File: src/rtl/jpeg_byte_packer.sv
// jpeg_byte_packer: buffers stuffed 32-bit JPEG words and serialises them to
// bytes MSB-first, then flushes the final partial word and appends the EOI
// marker (FF D9).
// Ports: clk, rst (async, active-high); jpeg_bitstream/data_ready push full
// words; eof_data_partial_ready/end_of_file_bitstream_count latch the tail;
// byte_out/byte_valid/byte_last with byte_ready form the byte stream;
// overflow is sticky on a dropped word; busy flags any work in flight.
module jpeg_byte_packer #(
   parameter int FIFO_DEPTH = 4
) (
   input  logic        clk,
   input  logic        rst,
   input  logic [31:0] jpeg_bitstream,
   input  logic        data_ready,
   input  logic        eof_data_partial_ready,
   input  logic [4:0]  end_of_file_bitstream_count,
   input  logic        byte_ready,
   output logic [7:0]  byte_out,
   output logic        byte_valid,
   output logic        byte_last,
   output logic        overflow,
   output logic        busy
);

   localparam int AW = $clog2(FIFO_DEPTH);
   localparam int CW = AW + 1;

   typedef enum logic [2:0] {
      RUN, TAIL, STUFF, EOI_FF, EOI_D9
   } state_t;

   state_t state, state_nx;

   logic [31:0]   mem [FIFO_DEPTH];
   logic [AW-1:0] wr_ptr, rd_ptr, ld_ptr;
   logic [1:0]    ld_idx;
   logic [CW-1:0] cnt;
   // words not yet fully copied into the output register
   logic [CW-1:0] pend;
   logic          out_eow;

   logic [31:0]   tail_word;
   logic [2:0]    tail_nb;
   logic [2:0]    tail_idx;
   logic          tail_pend;

   logic          full, push, pop, can_load;
   logic [31:0]   src_word;
   logic          src_ok;
   logic [7:0]    tail_byte;
   logic          tail_exh;
   logic [5:0]    nb_sum;

   logic          ld, ld_last, ld_eow;
   logic [7:0]    ld_byte;
   logic          word_adv, word_done, tail_adv, tail_clr;

   assign full      = (cnt == CW'(FIFO_DEPTH));
   // the last byte of a word leaving frees its slot
   assign pop       = byte_valid && byte_ready && out_eow;
   assign push      = data_ready && (!full || pop);
   assign can_load  = !byte_valid || byte_ready;
   // with nothing buffered, the incoming word feeds the output directly
   assign src_ok    = (pend != '0) || push;
   assign src_word  = (pend != '0) ? mem[ld_ptr] : jpeg_bitstream;
   assign tail_exh  = (tail_idx == tail_nb);
   assign word_done = word_adv && (ld_idx == 2'd3);
   assign nb_sum    = {1'b0, end_of_file_bitstream_count} + 6'd7;
   assign busy      = (cnt != '0) || (state != RUN) || byte_valid;

   always_comb begin
      tail_byte = tail_word[31:24];
      unique case (tail_idx[1:0])
         2'd0: tail_byte = tail_word[31:24];
         2'd1: tail_byte = tail_word[23:16];
         2'd2: tail_byte = tail_word[15:8];
         2'd3: tail_byte = tail_word[7:0];
         default: tail_byte = tail_word[31:24];
      endcase
   end

   always_comb begin
      state_nx = state;
      ld       = 1'b0;
      ld_byte  = 8'h00;
      ld_last  = 1'b0;
      ld_eow   = 1'b0;
      word_adv = 1'b0;
      tail_adv = 1'b0;
      tail_clr = 1'b0;
      unique case (state)
         RUN: begin
            if (src_ok) begin
               if (can_load) begin
                  ld       = 1'b1;
                  word_adv = 1'b1;
                  ld_eow   = (ld_idx == 2'd3);
                  unique case (ld_idx)
                     2'd0: ld_byte = src_word[31:24];
                     2'd1: ld_byte = src_word[23:16];
                     2'd2: ld_byte = src_word[15:8];
                     2'd3: ld_byte = src_word[7:0];
                     default: ld_byte = src_word[31:24];
                  endcase
               end
            end else if (tail_pend) begin
               state_nx = (tail_nb != 3'd0) ? TAIL : EOI_FF;
            end
         end
         TAIL: begin
            if (can_load) begin
               ld       = 1'b1;
               ld_byte  = tail_byte;
               tail_adv = 1'b1;
               if (tail_byte == 8'hFF)
                  state_nx = STUFF;
               else if ((tail_idx + 3'd1) == tail_nb)
                  state_nx = EOI_FF;
            end
         end
         STUFF: begin
            if (can_load) begin
               ld       = 1'b1;
               ld_byte  = 8'h00;
               state_nx = tail_exh ? EOI_FF : TAIL;
            end
         end
         EOI_FF: begin
            if (can_load) begin
               ld       = 1'b1;
               ld_byte  = 8'hFF;
               state_nx = EOI_D9;
            end
         end
         EOI_D9: begin
            // D9 stays here until it handshakes, then the tail is retired
            if (byte_valid && byte_last) begin
               if (byte_ready) begin
                  tail_clr = 1'b1;
                  state_nx = RUN;
               end
            end else if (can_load) begin
               ld      = 1'b1;
               ld_byte = 8'hD9;
               ld_last = 1'b1;
            end
         end
         default: state_nx = RUN;
      endcase
   end

   always_ff @(posedge clk or posedge rst) begin
      if (rst) state <= RUN;
      else     state <= state_nx;
   end

   always_ff @(posedge clk) begin
      if (push) mem[wr_ptr] <= jpeg_bitstream;
   end

   always_ff @(posedge clk or posedge rst) begin
      if (rst) begin
         wr_ptr     <= '0;
         rd_ptr     <= '0;
         ld_ptr     <= '0;
         ld_idx     <= 2'd0;
         cnt        <= '0;
         pend       <= '0;
         overflow   <= 1'b0;
         byte_out   <= 8'h00;
         byte_valid <= 1'b0;
         byte_last  <= 1'b0;
         out_eow    <= 1'b0;
         tail_word  <= 32'h0;
         tail_nb    <= 3'd0;
         tail_idx   <= 3'd0;
         tail_pend  <= 1'b0;
      end else begin
         if (push) wr_ptr <= wr_ptr + 1'b1;
         if (pop)  rd_ptr <= rd_ptr + 1'b1;
         cnt  <= cnt + CW'(push) - CW'(pop);
         pend <= pend + CW'(push) - CW'(word_done);
         if (data_ready && !push) overflow <= 1'b1;
         if (word_adv) begin
            ld_idx <= ld_idx + 2'd1;
            if (word_done) ld_ptr <= ld_ptr + 1'b1;
         end
         if (can_load) begin
            byte_valid <= ld;
            byte_last  <= ld_last;
            out_eow    <= ld_eow;
            if (ld) byte_out <= ld_byte;
         end
         if (tail_clr) begin
            tail_pend <= 1'b0;
            tail_idx  <= 3'd0;
         end else if (eof_data_partial_ready && !tail_pend) begin
            tail_pend <= 1'b1;
            // bits past the valid count read as 1s
            tail_word <= jpeg_bitstream
                       | (32'hFFFF_FFFF >> end_of_file_bitstream_count);
            tail_nb   <= nb_sum[5:3];
            tail_idx  <= 3'd0;
         end else if (tail_adv) begin
            tail_idx <= tail_idx + 3'd1;
         end
      end
   end

endmodule

File: config.mk
export PLATFORM = sky130hd
export DESIGN_NAME = jpeg_byte_packer
export DESIGN_NICKNAME = d
export VERILOG_FILES = /design/src/rtl/jpeg_byte_packer.sv
export SDC_FILE = /design/constraint.sdc
export NUM_CORES = 1
export LEC_CHECK = 0
export CAP_MARGIN = 10
export CORE_MARGIN = 5
export CORE_UTILIZATION = 55
export CTS_CLUSTER_SIZE = 25
export DETAILED_ROUTE_END_ITERATION = 6
export PLACE_DENSITY = 0.79
export SYNTH_ARGS = -nofsm -noshare
export SYNTH_HDL_FRONTEND = slang
export SYNTH_SLANG_ARGS = --single-unit
File: constraint.sdc
create_clock -name clk -period 2.52 [get_ports clk]
set_input_delay 0.378 -clock clk [delete_from_list [all_inputs] [get_ports clk]]
set_output_delay 0.378 -clock clk [all_outputs]
set_load 0.03 [all_outputs]
After elaboration in Yosys (flattened, before gate mapping)
Memories as Yosys holds them, arrays and structs flattened.
Index checks and enable logic that the tools add are counted.

word-level totals
  bits in registers = 66
  latch bits = 0
  bits in writable memories = 128
  memory bits (read-only) = 0
  bits of input ports = 42
  output and inout port bits = 12
  logic and storage cells = 118
  memories kept = 1

memory list
  memory  words  width  rd ports  clocked after Yosys merged registers in  write ports  line  RTL
  mem     4      32     1         0                                        1            34    logic [31:0] mem [FIFO_DEPTH];

operators by class
  add/sub/neg operators = 9
  multipliers = 0
  divide/modulo/power cells = 0
  magnitude comparators = 0
  equal/unequal tests = 22
  shift-type cells = 1
  muxes and demuxes = 38
  bitwise logic cells = 2
  reduce and logical (&&, ||, !) cells = 30

operator list
  operator               number
  $pmux 8 s4             3
  $mux 3                 12
  $mux 32                1
  $or 32x32->32          1
  $shr 32x5->32 const A  1
  $mux 1                 16
  $mux 8                 2
  $pmux 3 s5             1
  $reduce_bool 3->1      5
  $ne 2x2->1 const B     7
  $eq 2x2->1 const B     4
  $eq 8x8->1 const B     1
  $reduce_and 8->1       1
  $logic_and 1x1->1      7
  $add 2x1->2 const B    3
  $add 3x1->3            2
  $add 5x3->6 const B    1
  $eq 3x2->1 const B     2
  $eq 3x3->1             2
  $eq 3x3->1 const B     2
  $reduce_and 2->1       3
  $sub 3x1->3            2
  $logic_or 1x1->1       5
  $eq 2x1->1 const B     2
  other kinds (11)       16

Depth between registers and ports, before layout
  depth in word-level cells = 9
  mapped depth = 11
  gate-level depth less buffers = 11

Worst setup path after synthesis
No wires, ideal clock.

  path type = reg2reg
  start point = reg byte_valid
  end point = reg pend[2]
  library setup time = 123 ps
  arrival time = 2259 ps
  required time = 2397 ps
  slack = 139 ps
  cell stages (with the launch flop) = 12
  clock period less this slack = 2381 ps
  path through = dfrtp_1 -> nand3_1 -> a31oi_1 -> inv_1 -> a21oi_1 -> nand2_1 -> inv_1 -> ha_1 -> inv_1 -> ha_1 -> fa_1 -> xnor2_1

between the ends
  word-level cells in the longest chain between the ends = 9

ends and longest elaborated chain
  element                                                              line  RTL
  start: declaration                                                   19    output logic byte_valid,
  start signal: assignment                                             189   byte_valid <= ld;
  parallel branches: the longest is 8 deep, another holds $add 3x1->3  n/a
  $sub 3x1->3 *                                                        182   pend <= pend + CW'(push) - CW'(word_done);
  end signal: assignment                                               182
  end: declaration                                                     39    logic [CW-1:0] pend;

Every way passes the cells marked *.
A chain may end at the register's enable or synchronous reset.

Final worst setup path
  start point = reg state[2]
  end point = out busy

between the ends
  word-level cells in the longest chain between the ends = 3

ends and longest elaborated chain
  element                         line  RTL
  start: declaration              32    state_t state, state_nx;
  start signal: assignment        154   else state <= state_nx;
  $reduce_bool 3->1               69    assign busy = (cnt != '0) || (state != RUN) || byte_valid;
  $logic_or 1x1->1 (2 in series)  69
  end: declaration                22    output logic busy

Every way passes these cells.

==> out/results.txt <==
First DRT Iteration DRCs = 778
Net Sw Frac = 34.7%
PostCTS Resize Cnt = 0
Worst-path fanout max = 3
Area leader, netlist = edfxtp_1
Cell Chain, Critical Path = nor3_1 -> nand3_1 -> clkdlybuf4s50_1
# DRC = 5
Commonest cells in the netlist = 128 x edfxtp_1, 88 x nand2_1, 66 x dfrtp_1
Slew @ Worst Pin = 0.727 ns
HP Class = input pin to asynchronous set/reset pin
Tcrit/Tclk final = 93.3%
Die area = 18500 um2
Max-Cap Viols = 0
Final WS setup = 0.170 ns
Fin. max-slew vios = 0
RSZ-0062 raised after global routing = no
Final Hold Slack = 0.298 ns
Core Util, Final = 65.2%
Die height = 136 um
Seq cells post-synth = 194
CTS Buf Count = 17
Antenna violations before repair = 0
First-pass GRT wire length = 33.1 mm
Final Hold Viols = 0
# fillers = 1074
Seq/Total Area, Yosys = 63.1%
Placed inst area = 9660 um2
WS Path Type = flip-flop to primary output
Number of inserted diodes = 0
Vias per Instance = 6.18
Final Instance Area = 10200 um2
Power density over cell area = 1180 nW/um2
GRT Resource Usage Total = 24.1%
Synthesized area = 8710 um2
Initial core utilization = 55.4%
Area added between synthesis and finish = 17.6%
R2R depth = 7
Post-route insts no fill = 952
Nature of the critical path startpoint = flip-flop
Rows = 46
Post-synth EDFFs = 128
Status = finished, violations left
Clk network pwr share = 22.2%
# IOs = 54
Period minus WS final = 2.35 ns
Root buffer cell = clkbuf_16
Share of cells above drive strength 1 = 14.7%
Clk buf depth = 2
Fin Setup TNS = 0 ns
Crit-path slowest cell = clkdlybuf4s50_1
Leakage Power = 3.83 nW
Total vias in the final route = 5887
Synth async-reset ratio = 34.0%
Hold_buf cts = 0
Post-synth top area share = 44.1%
Yosys cell types = 51
CP Launch Point = state[2]
Crit end category = primary output
DP Cell Count = 920
Failing checks = DRC
Synth Area per Inst = 13.2 um2
Total congestion overflow = 0
Slowest Stage Delay on Critical Path = 0.62 ns
Register share of total power = 40.1%
Setup violations, final = 0
CTS tree = done
Max transition margin = 51.5%
Total wire length = 20.8 mm
Primary FF master, synth = edfxtp_1
DRT antenna net count = 0
Skew-Pair Late Insertion Delay = 0.43 ns
Pre-CTS setup slack = -0.0506 ns
Design Power = 12.1 mW
FF-to-FF setup slack = 0.24 ns
Synth area leaders = edfxtp_1 44%, dfrtp_1 19%, mux4_2 8.3%
Worst r2r dst = byte_out[6]
Worst-path clk slew = 0.07 ns
Synth Warn # = 0
Crit path to = busy
Final net count = 783
Die Wd = 136 um
Net Count, Synth = 721
Pre-antenna DRT Iters = 7
Crit path max-delay family = buffers and inverters
Max H-tree Level = 4
Critical Path Stages = 3
CTS Sinks = 194
DP HPWL = 14.0 mm
Fmax = 0.426 GHz
Top-count cell post-synth = edfxtp_1
Vias in the first global route = 5823
Setup Buffers After CTS = 0
WL/cell = 21.8 um
Cells after Synth = 661
Port Buffers = 53
Critical Path AT = 1.97 ns
Reg2reg start = tail_idx[1]
Largest net degree at the start of global routing = 70
RD Place Congestion = 0.889
Clk_skew = 0.00757 ns
Switching power = 4.19 mW
Int Pwr = 7.88 mW
Buf/Inv on CP = 1
Combinational fraction of design power = 37.7%
Peak supply drop = 0.671 mV
Core area = 15700 um2
CP Data Required Time = 2.14 ns
[placed cells by master (no fill, tap or decap), types with 6 or more instances in the layout]
| master | instances |
|---|---|
| a22oi_1 | 14 |
| o21ai_0 | 42 |
| nor3_1 | 19 |
| dfrtp_1 | 65 |
| o31ai_1 | 6 |
| a222oi_1 | 8 |
| o21ai_1 | 6 |
| and2_1 | 7 |
| edfxtp_1 | 128 |
| inv_1 | 25 |
| nor2_1 | 36 |
| clkdlybuf4s50_1 | 53 |
| ha_1 | 16 |
| a31o_2 | 6 |
| buf_12 | 8 |
| mux4_2 | 32 |
| nand2_1 | 88 |
| clkbuf_16 | 17 |
| a21oi_1 | 23 |
| nand3_1 | 16 |
| buf_4 | 25 |
| nand4_1 | 6 |
| xnor2_1 | 11 |
[cell type report]
type                    count  area, um2  share of cell area (%)
clock inverters             7       97.6                   0.952
multi-input cells         398       2920                    28.5
flip-flops and latches    194       5500                    53.6
well taps                 216        270                    2.64
clock buffers              25        485                    4.74
repair buffers             86        878                    8.57
inverters                  26       97.6                   0.952
[state kept, by name (all words and copies together) (netlist names), 3 cells and up]
signal,flops
mem,128
tail_idx,3
tail_word,32
tail_nb,3
byte_out,8
pend,3
state,3
cnt,3
[kinds of logic (layout without fill, tap and decap cells)]
family | Yosys count | after routing | share of synthesized area, %
flip-flops | 194 | 194 | 63.1
AND/OR/NAND/NOR | 189 | 189 | 9.57
AO/OA/AOI/OAI | 135 | 135 | 10.3
buffers and inverters | 69 | 144 | 3.45
multiplexers | 40 | 40 | 9.24
adder cells (fa/ha/maj) | 18 | 18 | 2.76
XOR/XNOR | 16 | 16 | 1.61
[per-layer routing]
metal  part of all wire [%]  up-vias  global-route usage [%]
li1                       -     2594                       -
met1                     39     2896                    33.5
met2                     49      349                    37.9
met3                    9.1       48                    5.40
met4                    2.9        0                    8.85
met5                      0        -                       0
[worst min path at each step]
stage                            start            to  slack, ns  depth (start not counted)
after floorplan           tail_word[0]  tail_word[0]       0.43                          1
final                              rst        cnt[2]       0.30                          2
after CTS                          rst   byte_out[4]       0.30                          2
after global placement    tail_word[0]  tail_word[0]       0.45                          1
after detailed placement  tail_word[0]  tail_word[0]       0.46                          1
after global routing               rst        cnt[1]       0.35                          2
[power by group through the flow]
stage          combinational [mW]  clock, mW  sequential [mW]
6_report                     4.55       2.68             4.84
3_3_place_gp                 4.38          0             4.83
2_1_floorplan                3.03          0             4.87
3_5_place_dp                 4.50          0             4.89
4_1_cts                      4.55       2.70             4.84
5_1_grt                      4.95       2.86             4.92
(Power assumes the default switching activity.)
